===== src/rtl/axis_frame_gen_if.sv =====
// AXI4-Stream interface bundle shared by stream producers and consumers.
// Field widths are fixed per instance; TWAKEUP_ENABLE selects whether twakeup is meaningful.
interface AXIS_IF #(
    parameter int TDATA_WIDTH    = 32,
    parameter int TKEEP_WIDTH    = TDATA_WIDTH / 8,
    parameter int TID_WIDTH      = 8,
    parameter int TDEST_WIDTH    = 4,
    parameter int TUSER_WIDTH    = 1,
    parameter bit TWAKEUP_ENABLE = 1'b0
) ();
    logic                   tvalid;
    logic                   tready;
    logic [TDATA_WIDTH-1:0] tdata;
    logic [TKEEP_WIDTH-1:0] tstrb;
    logic [TKEEP_WIDTH-1:0] tkeep;
    logic                   tlast;
    logic [TID_WIDTH-1:0]   tid;
    logic [TDEST_WIDTH-1:0] tdest;
    logic [TUSER_WIDTH-1:0] tuser;
    logic                   twakeup;

    modport Transmitter (
        output tvalid, tdata, tstrb, tkeep, tlast, tid, tdest, tuser, twakeup,
        input  tready
    );

    modport Receiver (
        input  tvalid, tdata, tstrb, tkeep, tlast, tid, tdest, tuser, twakeup,
        output tready
    );
endinterface


===== src/rtl/axis_frame_gen.sv =====
// AXI-Stream frame generator: bursts of fixed-length frames carrying an incrementing byte pattern,
// with an optional idle gap between frames and a level stop request honoured at frame boundaries.
module axis_frame_gen (
    input  logic        clk,
    input  logic        reset_n,
    input  logic        start,
    input  logic        stop,
    input  logic [15:0] frame_len,
    input  logic [15:0] frame_count,
    input  logic [7:0]  gap_cycles,
    output logic        busy,
    output logic        done,
    output logic [31:0] frames_sent,
    AXIS_IF.Transmitter out_axis_if
);

    localparam int W = out_axis_if.TDATA_WIDTH;
    localparam int B = W / 8;

    if (W <= 0 || (W % 8) != 0 || out_axis_if.TKEEP_WIDTH != B || out_axis_if.TWAKEUP_ENABLE != 0) begin : g_bad_if
        $error("axis_frame_gen: unsupported AXIS_IF parameters");
    end

    typedef enum logic [1:0] {
        IDLE,
        SEND,
        GAP
    } state_t;

    state_t      state, state_nxt;
    logic [15:0] len_q;
    logic [15:0] count_q;
    logic [7:0]  gap_q;
    logic [7:0]  gap_cnt;
    logic [15:0] beat_idx;
    logic [15:0] bytes_left;

    logic        accept;
    logic        xfer;
    logic        is_last;
    logic        burst_done;
    logic [7:0]  base;
    logic [W-1:0] data_c;
    logic [B-1:0] keep_c;

    assign accept     = (state == IDLE) && start && (frame_len != 16'd0);
    assign xfer       = (state == SEND) && out_axis_if.tready;
    assign is_last    = 32'(bytes_left) <= 32'(B);
    assign burst_done = (count_q != 16'd0) && ((frames_sent + 32'd1) == {16'd0, count_q});
    assign base       = 8'(beat_idx * B);

    always_ff @(posedge clk or negedge reset_n) begin
        if (!reset_n) begin
            state <= IDLE;
        end else begin
            state <= state_nxt;
        end
    end

    always_comb begin
        state_nxt = state;
        case (state)
            IDLE: begin
                if (accept) state_nxt = SEND;
            end
            SEND: begin
                if (xfer && is_last) begin
                    if (burst_done || stop)   state_nxt = IDLE;
                    else if (gap_q == 8'd0)   state_nxt = SEND;
                    else                      state_nxt = GAP;
                end
            end
            GAP: begin
                if (stop)                     state_nxt = IDLE;
                else if (gap_cnt == 8'd1)     state_nxt = SEND;
            end
            default: state_nxt = IDLE;
        endcase
    end

    always_ff @(posedge clk or negedge reset_n) begin
        if (!reset_n) begin
            len_q       <= '0;
            count_q     <= '0;
            gap_q       <= '0;
            gap_cnt     <= '0;
            beat_idx    <= '0;
            bytes_left  <= '0;
            frames_sent <= '0;
            done        <= 1'b0;
        end else begin
            done <= (state != IDLE) && (state_nxt == IDLE);
            case (state)
                IDLE: begin
                    if (accept) begin
                        len_q       <= frame_len;
                        count_q     <= frame_count;
                        gap_q       <= gap_cycles;
                        beat_idx    <= '0;
                        bytes_left  <= frame_len;
                        frames_sent <= '0;
                    end
                end
                SEND: begin
                    if (xfer) begin
                        if (is_last) begin
                            frames_sent <= frames_sent + 32'd1;
                            beat_idx    <= '0;
                            bytes_left  <= len_q;
                            gap_cnt     <= gap_q;
                        end else begin
                            beat_idx    <= beat_idx + 16'd1;
                            bytes_left  <= bytes_left - 16'(B);
                        end
                    end
                end
                GAP: begin
                    gap_cnt <= gap_cnt - 8'd1;
                end
                default: ;
            endcase
        end
    end

    // Lanes below the remaining byte count are kept; this yields all-ones on non-last beats.
    always_comb begin
        data_c = '0;
        keep_c = '0;
        if (state == SEND) begin
            for (int unsigned j = 0; j < B; j++) begin
                keep_c[j] = 32'(j) < 32'(bytes_left);
                if (keep_c[j]) data_c[j*8 +: 8] = base + 8'(j);
            end
        end
    end

    always_comb begin
        out_axis_if.tvalid  = (state == SEND);
        out_axis_if.tdata   = data_c;
        out_axis_if.tkeep   = keep_c;
        out_axis_if.tstrb   = keep_c;
        out_axis_if.tlast   = (state == SEND) && is_last;
        out_axis_if.tid     = '0;
        out_axis_if.tdest   = '0;
        out_axis_if.tuser   = '0;
        out_axis_if.twakeup = 1'b0;
    end

    assign busy = (state != IDLE);

endmodule


===== src/flat_wrapper.sv =====
// flat-port wrapper written by rule: the top's interface ports become plain ports
module axis_frame_gen_flat 
  (clk, reset_n, start, stop, frame_len, frame_count, gap_cycles, busy, done, frames_sent, out_axis_if_tvalid, out_axis_if_tdata, out_axis_if_tstrb, out_axis_if_tkeep, out_axis_if_tlast, out_axis_if_tid, out_axis_if_tdest, out_axis_if_tuser, out_axis_if_twakeup, out_axis_if_tready);
  AXIS_IF #(.TDATA_WIDTH(32)) out_axis_if_i ();
  input  logic clk;
  input  logic reset_n;
  input  logic start;
  input  logic stop;
  input  logic [15:0] frame_len;
  input  logic [15:0] frame_count;
  input  logic [7:0] gap_cycles;
  output logic busy;
  output logic done;
  output logic [31:0] frames_sent;
  output wire logic [$bits(out_axis_if_i.tvalid)-1:0] out_axis_if_tvalid;
  output wire logic [$bits(out_axis_if_i.tdata)-1:0] out_axis_if_tdata;
  output wire logic [$bits(out_axis_if_i.tstrb)-1:0] out_axis_if_tstrb;
  output wire logic [$bits(out_axis_if_i.tkeep)-1:0] out_axis_if_tkeep;
  output wire logic [$bits(out_axis_if_i.tlast)-1:0] out_axis_if_tlast;
  output wire logic [$bits(out_axis_if_i.tid)-1:0] out_axis_if_tid;
  output wire logic [$bits(out_axis_if_i.tdest)-1:0] out_axis_if_tdest;
  output wire logic [$bits(out_axis_if_i.tuser)-1:0] out_axis_if_tuser;
  output wire logic [$bits(out_axis_if_i.twakeup)-1:0] out_axis_if_twakeup;
  input wire logic [$bits(out_axis_if_i.tready)-1:0] out_axis_if_tready;
  assign out_axis_if_tvalid = out_axis_if_i.tvalid;
  assign out_axis_if_tdata = out_axis_if_i.tdata;
  assign out_axis_if_tstrb = out_axis_if_i.tstrb;
  assign out_axis_if_tkeep = out_axis_if_i.tkeep;
  assign out_axis_if_tlast = out_axis_if_i.tlast;
  assign out_axis_if_tid = out_axis_if_i.tid;
  assign out_axis_if_tdest = out_axis_if_i.tdest;
  assign out_axis_if_tuser = out_axis_if_i.tuser;
  assign out_axis_if_twakeup = out_axis_if_i.twakeup;
  assign out_axis_if_i.tready = out_axis_if_tready;
  axis_frame_gen u_core (.clk(clk), .reset_n(reset_n), .start(start), .stop(stop), .frame_len(frame_len), .frame_count(frame_count), .gap_cycles(gap_cycles), .busy(busy), .done(done), .frames_sent(frames_sent), .out_axis_if(out_axis_if_i));
endmodule

===== config.mk =====
export PLATFORM = sky130hd
export DESIGN_NAME = axis_frame_gen_flat
export DESIGN_NICKNAME = d
export VERILOG_FILES = /design/src/rtl/axis_frame_gen_if.sv /design/src/rtl/axis_frame_gen.sv /design/src/flat_wrapper.sv
export SDC_FILE = /design/constraint.sdc
export NUM_CORES = 1
export LEC_CHECK = 0
export BUFFER_PORTS_ARGS = -buffer_cell sky130_fd_sc_hd__buf_2
export CAP_MARGIN = 25
export CORE_UTILIZATION = 50
export CTS_CLUSTER_DIAMETER = 150
export CTS_CLUSTER_SIZE = 12
export DETAILED_ROUTE_END_ITERATION = 7
export PLACE_DENSITY = 0.74
export SETUP_SLACK_MARGIN = 0.3
export SYNTH_ARGS = -nofsm -noshare
export SYNTH_HDL_FRONTEND = slang
export SYNTH_SLANG_ARGS = --single-unit
export TNS_END_PERCENT = 30

===== constraint.sdc =====
create_clock -name clk -period 9.1 [get_ports clk]
set_input_delay 0.91 -clock clk [delete_from_list [all_inputs] [get_ports clk]]
set_output_delay 0.91 -clock clk [all_outputs]
set_load 0.005 [all_outputs]

==> qor.yml <==
hold_viol: 0
track_usage_pct: 25.7
vdd_ir_drop_max_mv: 0.175
gp_congestion: 0.912
detail-route-antenna-nets: 0
die_area_sq_um: 13300
grt_pass1_wl_um: 26800
crit_required_ps: 8190
synth_top_area_share_pct: 40.8
rr_startpoint: "u_core.state[1]$_DFF_PN0_"
drive_above_1_share_pct: 23.3
cap_violations: 0
grt_overflow: 0
critPathMaxStageDelay_ps: 810
syn_area_sq_um: 6440
ys.warnings.count: 0
die_x_um: 116
cpLargestDelayFamily: "buffers and inverters"
worst_slew_pin_slew_ps: 919
most-common-layout-cells: "buf_2, dfrtp_1, o21ai_0, nand2_1, nor2_1"
async_flop_share_pct: 100
postPlaceCellArea_sq_um: 6970
cts_tree: "built"
synth-seq-area-share_pct: 40.8
yosysTopAreaCell: "dfrtp_1"
arrival_ps: 3070
remaining_drc_errors: 0
cts_setup_buffers: 0
rsz0062_at_grt: "false"
layout_commonest_cell: "buf_2"
area_delta_synth_final_pct: 13.0
setup_violations: 0
nets: 854
io_buffers: 116
start_kind: "register"
leakage_nw: 3.14
clock_path_buffers: 2
rr_endpoint: "u_core.frames_sent[6]$_DFFE_PN0P_"
totalWireLength_um: 16600
viasPerCell: 5.98
syn_inst: 721
placementRows: 41
num_vias: 5856
antenna_found_initial: 1
wl_per_cell_um: 16.9
period_share_pct: 43.7
clkLatencyLatePin_ps: 360
cts_max_level: 3
dr.first_iter.drc_count: 535
core_area_sq_um: 12600
outcome: "finished clean"
final_util_pct: 58.0
synthTopCellsByArea: "dfrtp_1, mux2_2, o21ai_0"
period_needed_ps: 3980
boundaryPins: 135
synth-main-ff-cell: "dfrtp_1"
worstPathMaxFanout: 27
report.final.slew_viol_count: 0
root_buffer: "clkbuf_16"
syn_area_per_cell_sq_um: 8.94
die_y_um: 116
critPathKind: "register to primary output"
yosys_register_bits: 105
cpMaxStageDelayCell: "clkinv_1"
drt-pass1-iter-count: 5
synth.distinct_cells: 64
grt_max_degree: 68
hp-class: "input pin to async pin"
hold_ws_ps: 510
crit_buf_inv: 2
path_clk_slew_ps: 70
r2r.worst_path.cells: 7
slew_headroom_pct: 38.1
fin_worst_skew_ps: 7.23
tns_ps: 0
grt_pass1_vias: 5287
synth_edf_count: 0
clock_sinks: 105
hpwlAfterDp_um: 11600
cts_buffers: 9
cts_hold_buf: 0
cts_resized: 0
max_freq_ghz: 0.251
power.density_nw_per_um2: 198
setup.worst_path.end_class: "primary output"
cp_cell_sequence: "nand2b_1, clkinv_1, a31o_2, and2_1, buf_2"
r2r_setup_slack_ps: 5290
final_area_sq_um: 7280
floorplan.initialDensity_pct: 51.3
## flip-flops by register name (all words and copies together), names as in the netlist
register / count
u_core.state: 2
u_core.done: 1
u_core.bytes_left: 16
u_core.frames_sent: 32
u_core.beat_idx: 6
u_core.count_q: 16
u_core.gap_cnt: 8
u_core.len_q: 16
u_core.gap_q: 8
## worst max-delay path by stage
stage	slack, ps	cells after the start	endpoint	start
after floorplan	6140	10	u_core.state[0]$_DFF_PN0_	u_core.frames_sent[0]$_DFFE_PN0P_
after global placement	5040	8	u_core.frames_sent[13]$_DFFE_PN0P_	frame_len[2]
after detailed placement	4860	8	u_core.frames_sent[6]$_DFFE_PN0P_	frame_len[10]
after CTS	5160	5	out_axis_if_tdata[18]	u_core.state[1]$_DFF_PN0_
after global routing	4940	7	u_core.frames_sent[6]$_DFFE_PN0P_	u_core.state[1]$_DFF_PN0_
final	5120	5	out_axis_if_tdata[18]	u_core.state[1]$_DFF_PN0_
## synth_stat cells (4+ instances only)
master / number
dfrtp_1: 105
o21ai_0: 77
nand2_1: 66
nor2_1: 50
mux2_2: 39
and2_1: 32
nand3_1: 30
a21oi_1: 29
buf_4: 27
clkbuf_1: 27
nor4_1: 20
xnor2_1: 18
nand4_1: 15
nor3_1: 15
o31ai_1: 14
inv_1: 13
buf_2: 12
a31oi_1: 9
and3_1: 9
xor2_1: 9
o211ai_1: 8
o41ai_1: 8
ha_1: 7
o311ai_0: 7
and4_1: 5
o22ai_1: 5
a211oi_1: 4
a22oi_1: 4
or4_1: 4
## cell type report
cell class,count,area [sq um]
timing repair buffer,120,633
fill,1134,5280
clock buffer,11,233
clock inverter,5,56.3
sequential,105,2630
multi-input combinational,552,3460
tap,172,215
antenna,1,2.50
inverter,14,52.6
## through the flow
step | setup WS [ps] | instances | power (mW)
2_1_floorplan | 6140 | 738 | 0.925
3_3_place_gp | 5040 | 961 | 1.03
3_5_place_dp | 4860 | 962 | 1.05
4_1_cts | 5160 | 978 | 1.44
5_1_grt | 4940 | 979 | 1.52
6_report | 5120 | 980 | 1.44
## report_power, final
part | switching, mW | total (mW) | leakage [nW] | internal (mW)
logic | 0.178 | 0.361 | 1.70 | 0.183
registers | 0.114 | 0.692 | 1.30 | 0.578
clock network | 0.174 | 0.388 | 0.139 | 0.213
## kinds of logic (layout without fill, tap and decap cells)
kind of cell,Yosys count,count (layout),share of synthesized area [%]
AO/OA/AOI/OAI,191,191,18.8
adder cells (fa/ha/maj),7,7,1.36
other,1,19,0.0582
AND/OR/NAND/NOR,267,267,21.5
flip-flops,105,105,40.8
multiplexers,42,42,7.28
XOR/XNOR,27,27,3.67
buffers and inverters,81,150,6.52
## per-layer routing
metal | vias to the layer above | global-route usage (%) | share of wire (%)
met2 | 198 | 42.9 | 50
met1 | 2865 | 33.9 | 43
met5 | - | 0 | 0
met3 | 18 | 5.33 | 5.7
li1 | 2775 | - | -
met4 | 0 | 7.01 | 1.2
Power figures use the tool's default switching activity.
